## src/rtl/sum_accum.sv

```systemverilog
// sum_accum: accumulates COUNT adder results ({Ovf,Sum}, 0..30) per frame
// into a saturating running total and presents it through a valid/ack
// handshake. All outputs come straight from registers.
module sum_accum #(
  parameter int COUNT = 4,
  parameter int ACC_W = 8
) (
  input  logic             Clk,
  input  logic             Rst,
  input  logic             Start,
  input  logic             In_Valid,
  input  logic [3:0]       Sum_In,
  input  logic             Ovf_In,
  output logic             In_Ready,
  output logic [ACC_W-1:0] Acc_Out,
  output logic             Acc_Valid,
  input  logic             Acc_Ack,
  output logic             Acc_Sat,
  output logic             Busy,
  output logic [3:0]       Cnt
);

  typedef enum logic [1:0] {
    IDLE  = 2'd0,
    ACCUM = 2'd1,
    HOLD  = 2'd2
  } state_t;

  // Count value at which the next accept closes the frame.
  localparam logic [3:0]       CNT_LAST = 4'(COUNT - 1);
  localparam logic [ACC_W-1:0] ACC_MAX  = {ACC_W{1'b1}};

  state_t           state_r, state_nxt_s;
  logic [ACC_W-1:0] acc_r, acc_nxt_s;
  logic [3:0]       cnt_r, cnt_nxt_s;
  logic             sat_r, sat_nxt_s;
  logic             valid_r, valid_nxt_s;
  logic             ready_r, busy_r;
  logic [ACC_W:0]   sum_s;

  // One extra bit of headroom: the carry out flags that the total clipped.
  assign sum_s = {1'b0, acc_r} + {{(ACC_W-4){1'b0}}, Ovf_In, Sum_In};

  // Next-state and next-value decode for the frame FSM.
  always_comb begin
    state_nxt_s = state_r;
    acc_nxt_s   = acc_r;
    cnt_nxt_s   = cnt_r;
    sat_nxt_s   = sat_r;
    valid_nxt_s = valid_r;
    case (state_r)
      IDLE: begin
        if (Start) begin
          acc_nxt_s   = {ACC_W{1'b0}};
          cnt_nxt_s   = 4'd0;
          sat_nxt_s   = 1'b0;
          valid_nxt_s = 1'b0;
          state_nxt_s = ACCUM;
        end else begin
          state_nxt_s = IDLE;
        end
      end
      ACCUM: begin
        if (In_Valid) begin
          if (sum_s[ACC_W]) begin
            acc_nxt_s = ACC_MAX;
            sat_nxt_s = 1'b1;
          end else begin
            acc_nxt_s = sum_s[ACC_W-1:0];
          end
          cnt_nxt_s = cnt_r + 4'd1;
          if (cnt_r == CNT_LAST) begin
            valid_nxt_s = 1'b1;
            state_nxt_s = HOLD;
          end else begin
            state_nxt_s = ACCUM;
          end
        end else begin
          state_nxt_s = ACCUM;
        end
      end
      HOLD: begin
        // Start arriving with Ack is dropped; a new frame needs Start in IDLE.
        if (Acc_Ack) begin
          valid_nxt_s = 1'b0;
          state_nxt_s = IDLE;
        end else begin
          state_nxt_s = HOLD;
        end
      end
      default: begin
        valid_nxt_s = 1'b0;
        state_nxt_s = IDLE;
      end
    endcase
  end

  // State and output registers; In_Ready/Busy are registered from next state.
  always_ff @(posedge Clk) begin
    if (Rst) begin
      state_r <= IDLE;
      acc_r   <= {ACC_W{1'b0}};
      cnt_r   <= 4'd0;
      sat_r   <= 1'b0;
      valid_r <= 1'b0;
      ready_r <= 1'b0;
      busy_r  <= 1'b0;
    end else begin
      state_r <= state_nxt_s;
      acc_r   <= acc_nxt_s;
      cnt_r   <= cnt_nxt_s;
      sat_r   <= sat_nxt_s;
      valid_r <= valid_nxt_s;
      ready_r <= (state_nxt_s == ACCUM);
      busy_r  <= (state_nxt_s != IDLE);
    end
  end

  assign In_Ready  = ready_r;
  assign Busy      = busy_r;
  assign Acc_Out   = acc_r;
  assign Cnt       = cnt_r;
  assign Acc_Sat   = sat_r;
  assign Acc_Valid = valid_r;

endmodule

```

## config.mk

```make
export PLATFORM = sky130hd
export DESIGN_NAME = sum_accum
export DESIGN_NICKNAME = d
export VERILOG_FILES = /design/src/rtl/sum_accum.sv
export SDC_FILE = /design/constraint.sdc
export NUM_CORES = 1
export LEC_CHECK = 0
export CORE_ASPECT_RATIO = 1.5
export CORE_UTILIZATION = 43
export DETAILED_ROUTE_END_ITERATION = 10
export PLACE_DENSITY = 0.81
export RECOVER_POWER = 25
export SLEW_MARGIN = 20
export SYNTH_ARGS = -nofsm -noshare
export SYNTH_HDL_FRONTEND = slang
export SYNTH_SLANG_ARGS = --single-unit
```

## constraint.sdc

```tcl
create_clock -name Clk -period 1.9 [get_ports Clk]
set_input_delay 0.38 -clock Clk [delete_from_list [all_inputs] [get_ports Clk]]
set_output_delay 0.38 -clock Clk [all_outputs]
set_load 0.02 [all_outputs]
```

# Word level (Yosys, flattened, before mapping)
# Index checks and enable logic that the tools add are counted.
totals:
  register_bits: 18
  output_inout_bits: 16
  wordCells: 44
op_classes:
  n_addsub: 2
  eq_ne: 9
  mux: 20
  reduce_logical: 6
ops:
  columns: ["cell", "count"]
  rows:
  - ["8-bit two-way mux", 3]
  - ["8-bit case mux with 2 select lines", 1]
  - ["2-bit inequality test, second input constant", 5]
  - ["8-bit by 5-bit adder with 9-bit output", 1]
  - ["4-bit two-way mux", 2]
  - ["4-bit case mux with 2 select lines", 1]
  - ["4-bit AND reduction", 2]
  - ["1-bit two-way mux", 7]
  - ["2-bit two-way mux", 3]
  - ["2-bit case mux with 3 select lines", 1]
  - ["4-bit by 1-bit adder with 4-bit output, second input constant", 1]
  - ["2-bit by 1-bit equality test with 1-bit output, second input constant", 2]
  - ["4-bit by 2-bit equality test with 1-bit output, second input constant", 1]
  - ["2-bit nonzero test", 2]
  - ["1-bit case mux with 3 select lines", 1]
  - ["3-bit AND reduction", 1]
  - ["2-bit equality test, second input constant", 1]
  - ["2-bit logical NOT", 1]
  - ["1-bit case mux with 2 select lines", 1]

# Depth between registers and ports, before layout
depth:
  depth_word: 5
  depth_mapped: 6
  mapped_depth_nobuf: 6

# Least setup slack after synthesis
# No wires, ideal clock.
synth_path:
  kind: "reg2reg"
  from: "register acc_r[0], in the netlist Acc_Out[0]"
  to: "register acc_r[6], in the netlist Acc_Out[6]"
  setup_ns: 0.119
  arrival_ns: 1.814
  required_ns: 1.781
  path_slack_ns: -0.033
  stages_incl_launch_ff: 7
  cell_sequence: "dfxtp_1 -> ha_1 -> fa_1 -> a211oi_1 -> o21bai_2 -> nor2b_1 -> o221a_1"
synth_via:
  elab_chain_cells: 4
synth_rtl:
  columns: ["item", "line", "source"]
  rows:
  - ["from (decl)", "34", "logic [ACC_W-1:0] acc_r, acc_nxt_s;"]
  - ["from (signal assigned)", "102", "acc_r <= {ACC_W{1'b0}};"]
  - ["from (signal assigned)", "110", "acc_r <= acc_nxt_s;"]
  - ["8-bit by 5-bit adder with 9-bit output", "42", "assign sum_s = {1'b0, acc_r} + {{(ACC_W-4){1'b0}}, Ovf_In, Sum_In};"]
  - ["8-bit two-way mux", "65", "if (sum_s[ACC_W]) begin"]
  - ["8-bit two-way mux", "64", "if (In_Valid) begin"]
  - ["8-bit case mux with 2 select lines", "51", "case (state_r)"]
# Every way passes these cells. The select of a mux whose other input is x is not followed.
# A chain may end at the register's enable or synchronous reset.

# Worst setup path after layout
# Ends and elaborated chain as after synthesis.

==> results.md <==
* Crit path from: Acc_Out[0]$_SDFFE_PP0P_
* Final WL at 2363 um
* Post-synthesis register bit count at 18
* Remaining DRCs at 0
* Post-synth top area share at 34.49%
* DP HPWL at 1836 um
* Overall Global Routing Usage at 19.67%
* Setup TNS at 0 ns
* GRT busiest layer: met2
* Layout cells sized above 1 at 16.78%
* Commonest cells after routing, fill and taps aside: 22 x clkdlybuf4s50_1, 18 x dfxtp_1, 11 x nor2_1, 9 x a21oi_1, 8 x buf_4
* Worst slew margin at 65.42%
* Actual slew at the worst max-slew pin at 0.5133 ns
* DR vias/cell at 5.946
* Final Hold Viols at 0
* Mapped Area at 0.001045 mm2
* # H-tree levels at 1
* Largest net degree at the start of global routing at 13
* Ys async rst share at 0%
* Worst hold slack at 0.4958 ns
* Final Util at 60.69%
* Crit Path Max Fanout at 6
* Clock-pin slew on the worst setup and hold paths at 0.10 ns
* Worst EP arrival at 1.98 ns
* WP data required at 2.09 ns
* Clk root buf: clkbuf_4
* Number of vias in the routed layout at 987
* Core area at 0.002260 mm2
* P&R area growth vs syn at 31.26%
* Met1 GRT Util at 19.96%
* Count of different cell masters after synthesis at 42
* Max cap viols at 0
* Diode count at 0
* Gr ovfl total at 0
* Vias in the first global route at 1009
* Die W at 42.25 um
* Hold WC Path Type: flop to flop
* TritonRoute pass-1 iters at 4
* Setup WS post-layout at 0.1062 ns
* Clock sinks at 18
* Number of I/O port buffers at 25
* Unrepaired setup endpoints after global routing: no
* Register area share after synthesis at 34.49%
* CTS tree: built
* FF-to-FF Start: Acc_Out[0]$_SDFFE_PP0P_
* Synth warnings at 0
* Commonest non-fill, non-tap cell in the layout: clkdlybuf4s50_1
* Post-place setup slack at -0.4704 ns
* Initial core utilization at 46.23%
* IO Pins at 26
* Peak VDD IR at 322.6 uV
* Synth Net Count at 128
* Synth top area cells: dfxtp_1 34%, ha_1 7.2%, a21oi_1 4.3%
* Nets at 162
* Met2 GRT Util at 34.42%
* Crit start category: flop
* Die ar. at 0.002635 mm2
* Mapped Cells at 111
* Final period util at 94.41%
* Dominant cell type by area after synthesis: dfxtp_1
* Power per cell area at 540.4 mW/mm2
* Post-layout min period at 1.794 ns
* R2R Setup Slk at 0.11 ns
* Number of synthesized flops with an enable pin at 0
* First-pass GRT wire length at 4105 um
* Fmax achieved at 557.5 MHz
* Initial antenna violation count at 0
* Hold_sp: Acc_Valid$_SDFFE_PP0P_
* Placement Rows at 21
* Status: completed
* Worst-Skew Late Latency at 0.29 ns
* CTS buffer count at 3
* Detailed router's first-iteration violation count at 15
* Clk_skew at 0.002027 ns
* Die Y at 62.37 um
* WL per Instance at 14.23 um
* M3 GR Usage at 4.046%
* Slew Viols, Final at 0
* Crit path kind: flop to flop
* Post-DRT Antenna Nets at 0
* Leakage power at 0.5226 nW
* Crit. End Element: flop
* Gpl congestion at 0.8544
* CTS max path bufs at 2
* # setup viols final at 0
* Ys flop type: dfxtp_1
* Post-Syn Area per Cell at 9.412 um2
final timing paths:
| path | end | cells after the start |
|---|---|---|
| worst max-delay path | Acc_Out[6]$_SDFFE_PP0P_ | 6 |
| worst min-delay path | Acc_Valid$_SDFFE_PP0P_ | 2 |
| worst max register to register | Acc_Out[6]$_SDFFE_PP0P_ | 6 |
| worst min register to register | Acc_Valid$_SDFFE_PP0P_ | 2 |
critical path: stages (launching register included):
cell	delay (ns)
dfxtp_1	0.33
ha_2	0.20
fa_2	0.41
a211oi_2	0.22
o21bai_2	0.13
nor2b_1	0.15
o221a_1	0.23
cells by family (layout without fill, tap and decap cells):
logic type	after synthesis	in the layout	synth area share, %
xor+xnor	5	5	4.192
mux	1	1	2.156
flops	18	18	34.49
simple gates	38	38	20.48
buf+inv	7	39	4.191
compound gates	35	35	25.39
fa+ha+maj	7	7	9.102
power by group:
part / internal [mW] / switching, mW
Clock: 0.0739 / 0.114
Sequential: 0.388 / 0.0123
Combinational: 0.0768 / 0.0767
Yosys cell counts, types with 2 or more instances:
| master | count |
|---|---|
| a211oi_1 | 3 |
| a21o_1 | 3 |
| a21oi_1 | 9 |
| a22oi_2 | 2 |
| a311oi_1 | 3 |
| a31oi_1 | 2 |
| and3b_1 | 2 |
| buf_2 | 2 |
| buf_6 | 2 |
| dfxtp_1 | 18 |
| ha_1 | 6 |
| inv_1 | 2 |
| nand2_1 | 7 |
| nand3_1 | 4 |
| nor2_1 | 11 |
| nor3_1 | 2 |
| nor3b_1 | 2 |
| o21ai_0 | 4 |
| xnor2_1 | 2 |
| xor2_1 | 3 |
layout make-up:
cell class	count	area [um2]
fill	214	888.4
multi-input combinational	86	639.4
sequential	18	360.3
timing repair buffer	34	312.8
tap	23	28.78
clock buffer	3	22.52
inverter	2	7.507
per-layer routing:
layer | part of all wire (%) | vias to the layer above
met5 | 0 | -
met4 | 3.4 | 0
met3 | 4.9 | 9
met2 | 53 | 33
met1 | 38 | 468
li1 | - | 477
state kept, by name (all words and copies together), names as in the netlist:
name / cells
Acc_Valid: 1
state_r: 2
In_Ready: 1
Acc_Sat: 1
Busy: 1
Cnt: 4
Acc_Out: 8
stage by stage:
| step | std cells | total power, mW | area [um2] |
|---|---|---|---|
| 2_1_floorplan | 111 | 0.5007 | 1050 |
| 3_3_place_gp | 161 | 0.5570 | 1345 |
| 3_5_place_dp | 161 | 0.5608 | 1345 |
| 4_1_cts | 166 | 0.7526 | 1390 |
| 5_1_grt | 166 | 0.7826 | 1371 |
| 6_report | 166 | 0.7410 | 1371 |
what timing repair did:
item                       4_1_cts  5_1_grt
setup endpoints to repair        8        0
buffers inserted                 2        0
gates resized for setup          4        0
hold buffers                     0        0
Power figures use the tool's default switching activity.
